--- src/rtl/simple_cpu_pkg.sv ---
// rtl/simple_cpu_pkg.sv - shared instruction-memory geometry and loader state encoding
package simple_cpu_pkg;

  localparam int INSTR_W     = 12;
  localparam int IMEM_ADDR_W = 3;
  localparam int IMEM_DEPTH  = 8;

  typedef enum logic [2:0] {
    IDLE  = 3'd0,
    WRITE = 3'd1,
    FLUSH = 3'd2,
    CHECK = 3'd3,
    DONE  = 3'd4
  } loader_state_t;

endpackage

--- src/rtl/instruction_loader.sv ---
// rtl/instruction_loader.sv - streams program words into instruction memory slots 0..DEPTH-1
// Optional readback verification of every written word under LOADER_VERIFY_EN.
module instruction_loader
  import simple_cpu_pkg::*;
#(
  parameter int DATA_W = INSTR_W,
  parameter int ADDR_W = IMEM_ADDR_W,
  parameter int DEPTH  = IMEM_DEPTH
) (
  input  logic              clk,
  input  logic              reset,
  input  logic              start,
  input  logic              in_valid,
  input  logic [DATA_W-1:0] in_word,
  output logic              in_ready,
  output logic [ADDR_W-1:0] mem_index,
  output logic [DATA_W-1:0] mem_wdata,
  output logic              mem_load,
  input  logic [DATA_W-1:0] mem_rdata,
  output logic              busy,
  output logic              done,
  output logic              error,
  output logic [ADDR_W:0]   count
);

  localparam logic [ADDR_W:0] LP_DEPTH = (ADDR_W + 1)'(DEPTH);
  localparam logic [ADDR_W:0] LP_LAST  = (ADDR_W + 1)'(DEPTH - 1);

  loader_state_t     r_state, w_state_nx;
  logic [ADDR_W-1:0] r_index, w_index_nx;
  logic [DATA_W-1:0] r_wdata, w_wdata_nx;
  logic              r_load, w_load_nx;
  logic              r_busy;
  logic              r_done, w_done_nx;
  logic [ADDR_W:0]   r_count, w_count_nx;
  logic              w_hs;

  assign in_ready = (r_state == WRITE);
  // count never passes DEPTH: WRITE is left on the handshake that reaches it
  assign w_hs     = in_ready && in_valid && (r_count < LP_DEPTH);

`ifdef LOADER_VERIFY_EN
  logic r_error, w_error_nx;
  assign error = r_error;
`else
  logic w_unused_rdata;
  assign w_unused_rdata = ^mem_rdata;
  assign error          = 1'b0;
`endif

  always_comb begin
    w_state_nx = r_state;
    w_index_nx = r_index;
    w_wdata_nx = r_wdata;
    w_load_nx  = 1'b0;
    w_done_nx  = 1'b0;
    w_count_nx = r_count;
`ifdef LOADER_VERIFY_EN
    w_error_nx = r_error;
`endif
    case (r_state)
      IDLE: begin
        if (start) begin
          w_state_nx = WRITE;
          w_count_nx = '0;
`ifdef LOADER_VERIFY_EN
          w_error_nx = 1'b0;
`endif
        end
      end
      WRITE: begin
        if (w_hs) begin
          w_load_nx  = 1'b1;
          w_index_nx = r_count[ADDR_W-1:0];
          w_wdata_nx = in_word;
          w_count_nx = r_count + 1'b1;
`ifdef LOADER_VERIFY_EN
          w_state_nx = FLUSH;
`else
          if (r_count == LP_LAST) w_state_nx = FLUSH;
`endif
        end
      end
      FLUSH: begin
`ifdef LOADER_VERIFY_EN
        w_state_nx = CHECK;
`else
        w_state_nx = DONE;
        w_done_nx  = 1'b1;
`endif
      end
`ifdef LOADER_VERIFY_EN
      CHECK: begin
        // memory read is combinational on mem_index, which still holds the slot just written
        if (mem_rdata != r_wdata) w_error_nx = 1'b1;
        if (r_count == LP_DEPTH) begin
          w_state_nx = DONE;
          w_done_nx  = 1'b1;
        end else begin
          w_state_nx = WRITE;
        end
      end
`endif
      DONE:    w_state_nx = IDLE;
      default: w_state_nx = IDLE;
    endcase
  end

  always_ff @(posedge clk or negedge reset) begin
    if (!reset) begin
      r_state <= IDLE;
    end else begin
      r_state <= w_state_nx;
    end
  end

  always_ff @(posedge clk or negedge reset) begin
    if (!reset) begin
      r_index <= '0;
      r_wdata <= '0;
      r_load  <= 1'b0;
      r_busy  <= 1'b0;
      r_done  <= 1'b0;
      r_count <= '0;
    end else begin
      r_index <= w_index_nx;
      r_wdata <= w_wdata_nx;
      r_load  <= w_load_nx;
      r_busy  <= (w_state_nx != IDLE);
      r_done  <= w_done_nx;
      r_count <= w_count_nx;
    end
  end

`ifdef LOADER_VERIFY_EN
  always_ff @(posedge clk or negedge reset) begin
    if (!reset) begin
      r_error <= 1'b0;
    end else begin
      r_error <= w_error_nx;
    end
  end
`endif

  assign mem_index = r_index;
  assign mem_wdata = r_wdata;
  assign mem_load  = r_load;
  assign busy      = r_busy;
  assign done      = r_done;
  assign count     = r_count;

endmodule

--- config.mk ---
export PLATFORM = sky130hd
export DESIGN_NAME = instruction_loader
export DESIGN_NICKNAME = d
export VERILOG_FILES = /design/src/rtl/simple_cpu_pkg.sv /design/src/rtl/instruction_loader.sv
export SDC_FILE = /design/constraint.sdc
export NUM_CORES = 1
export LEC_CHECK = 0
export ABC_AREA = 0
export CORE_ASPECT_RATIO = 1.75
export CORE_MARGIN = 4
export CORE_UTILIZATION = 35
export DETAILED_ROUTE_END_ITERATION = 12
export MAX_ROUTING_LAYER = met4
export PLACE_DENSITY = 0.74
export SYNTH_ARGS = -nofsm -noshare
export SYNTH_HDL_FRONTEND = slang
export SYNTH_SLANG_ARGS = --single-unit
--- constraint.sdc ---
create_clock -name clk -period 1.4 [get_ports clk]
set_input_delay 0.28 -clock clk [delete_from_list [all_inputs] [get_ports clk]]
set_output_delay 0.28 -clock clk [all_outputs]
set_load 0.005 [all_outputs]
==> results.sh <==
export IMPL_cp_arrival_ns=1.70
export IMPL_layout_nets=158
export IMPL_rrSetupSlack_ns=-0.10
export IMPL_maxCapViolations=0
export IMPL_skew_ns=0.00372
export IMPL_die_x_um=49.0
export IMPL_pre_cts_ws_ns=-0.287
export IMPL_final_area_um2=1670
export IMPL_cp_end_kind="flop"
export IMPL_cts_max_level=1
export IMPL_met2_usage_pct=24.1
export IMPL_hold_class="input pin to asynchronous set/reset pin"
export IMPL_cts_buffer_depth=2
export IMPL_ioPinCount=52
export IMPL_io_buffers=38
export IMPL_placed_area_um2=1460
export IMPL_setup_violations=19
export IMPL_grt_pass1_vias=793
export IMPL_numCtsBuffers=3
export IMPL_antenna_found_initial=0
export IMPL_slew_viol_final=0
export IMPL_fmax_mhz=666
export IMPL_globalRoute_totalOverflow=0
export IMPL_synth_seq_area_share_pct=60.7
export IMPL_wl_per_cell_um=15.4
export IMPL_via_count=755
export IMPL_power_density_nw_per_um2=2090
export IMPL_rows=25
export IMPL_initial_core_util_pct=37.5
export IMPL_die_height_um=79.8
export IMPL_final_cell_mix="25 x dfrtp_1, 17 x clkdlybuf4s50_1, 17 x buf_4, 15 x dlygate4sd2_1, 9 x mux2_4"
export IMPL_critPathLaunchType="flop"
export IMPL_synth_cells=68
export IMPL_r2r_end="count[1]$_DFFE_PN0P_"
export IMPL_syn_area_per_cell_um2=15.2
export IMPL_synthFlopType="dfrtp_1"
export IMPL_clk_pin_slew_ns=0.08
export IMPL_drive_above_1_share_pct=35.9
export IMPL_place_gp_congestion=0.648
export IMPL_critPathSlowestCell="or3b_4"
export IMPL_min_period_over_period_pct=107
export IMPL_async_reset_ff_share_pct=100
export IMPL_cp_startpoint="r_state[1]$_DFF_PN0_"
export IMPL_layout_commonest_cell="dfrtp_1"
export IMPL_vias_per_cell=4.87
export IMPL_max_stage_delay_ns=0.42
export IMPL_timing_rr_start="r_state[1]$_DFF_PN0_"
export IMPL_remaining_drc_errors=0
export IMPL_violations="negative setup slack"
export IMPL_cts_sinks=25
export IMPL_grt_busiest_layer="met2"
export IMPL_reg2reg_depth=6
export IMPL_outcome="finished with violations"
export IMPL_setup_tns_ns=-1.50
export IMPL_cp_cell_sequence="or3b_4 -> clkinv_4 -> buf_12 -> buf_4 -> and3_1 -> a31o_1"
export IMPL_n_antenna_cell=0
export IMPL_grt_usage_pct=12.6
export IMPL_synth_edf_count=0
export IMPL_firstDrtPassIters=4
export IMPL_fin_util_pct=60.5
export IMPL_hold_slack_ns=0.383
export IMPL_finalHoldViolCount=0
export IMPL_worst_slack_ns=-0.101
export IMPL_multi_input_area_um2=415
export IMPL_n_fill_cell=240
export IMPL_cp_max_fo=5
export IMPL_die_area_um2=3910
export IMPL_ys_ff_latch=25
export IMPL_synthesis_nets=97
export IMPL_grt_max_degree=26
export IMPL_grt_first_pass_wirelength_mm=3.83
export IMPL_wl_mm=2.39
export IMPL_cts_tree="yes"
export IMPL_rsz0062_at_grt="yes"
export IMPL_areaGrowthSynthToFinish_pct=61.7
export IMPL_grt_use_met1_pct=13.5
export IMPL_period_needed_ns=1.50
export IMPL_worstSkewPairLatency_ns=0.26
export IMPL_ys_types=26
export IMPL_cts_hold_buf=0
export IMPL_vdd_ir_drop_max_mv=1.11
export IMPL_core_area_um2=2750
export IMPL_crit_type="flop to flop"
export IMPL_p_leak_nw=0.862
export IMPL_use_met3_pct=1.87
export IMPL_root_buffer="clkbuf_8"
export IMPL_final_antenna_net_count=0
export IMPL_yosys_warnings=0
export IMPL_regArea_um2=626
export IMPL_syn_cell_area_um2=1030
export IMPL_drt_iter0_markers=9
export IMPL_required_ns=1.60
==> per-stage QoR <==
step,cells,power [W]
floorplan,68,0.00196
global placement,135,0.00273
detailed placement,135,0.00278
CTS,152,0.00339
global route,155,0.00370
finish,155,0.00348
==> synth_stat cells, drive strengths merged (2+ instances only) <==
cell type	number	share of area, %
mux2i	2	1.9
buf	2	2.2
dfrtp	25	61
nor2	2	0.73
inv	2	1.2
and3	2	1.2
nand2	4	3.0
mux2	15	19
nor3b	2	1.5
==> per-layer routing <==
| metal | vias up | part of all wire (%) |
|---|---|---|
| met3 | 2 | 4.1 |
| met5 | - | 0 |
| met4 | 0 | 0.50 |
| met1 | 371 | 37 |
| met2 | 28 | 58 |
| li1 | 354 | - |
==> worst max-delay path by stage <==
| stage | end | depth (start not counted) |
|---|---|---|
| global placement | count[1]$_DFFE_PN0P_ | 3 |
| finish | count[1]$_DFFE_PN0P_ | 6 |
| floorplan | mem_index[0]$_DFFE_PN0P_ | 5 |
| global route | in_ready | 3 |
| CTS | in_ready | 3 |
| detailed placement | count[1]$_DFFE_PN0P_ | 3 |
==> repair_timing <==
item                                    4_1_cts  5_1_grt
setup buffers                                11        3
gates cloned                                  2        0
gates resized for setup                      25       11
pin swaps                                     1        1
endpoints found under the setup margin       39       25
==> layout make-up <==
cell class              count  area share [%]
inverters                   2           0.751
well taps                  27            2.03
flip-flops and latches     25            37.5
multi-input cells          40            24.9
repair buffers             57            32.1
clock buffers               4            2.70
==> registers in the layout, indices dropped and copies added (netlist names) <==
signal	cells
mem_wdata	12
busy	1
mem_load	1
count	4
done	1
r_state	3
mem_index	3
==> cell families after synthesis <==
kind of cell / count (synthesis) / synth area share (%)
fa+ha+maj: 1 / 1.21
compound gates: 3 / 2.06
flops: 25 / 60.7
other cells: 1 / 0.364
buf+inv: 5 / 3.76
mux: 17 / 20.9
simple gates: 16 / 11.0
==> power by group <==
group / switching [W] / internal, W
logic: 0.000701 / 0.00118
clock network: 0.000211 / 0.000203
registers: 0.000145 / 0.00103
total: 0.00106 / 0.00242
==> worst max-delay path: cells and delay by family, from the launching register on <==
family	cells	cell delay, ns
simple gates	2	0.59
compound gates	1	0.13
flops	1	0.38
buf+inv	3	0.33
(Power assumes the default switching activity.)
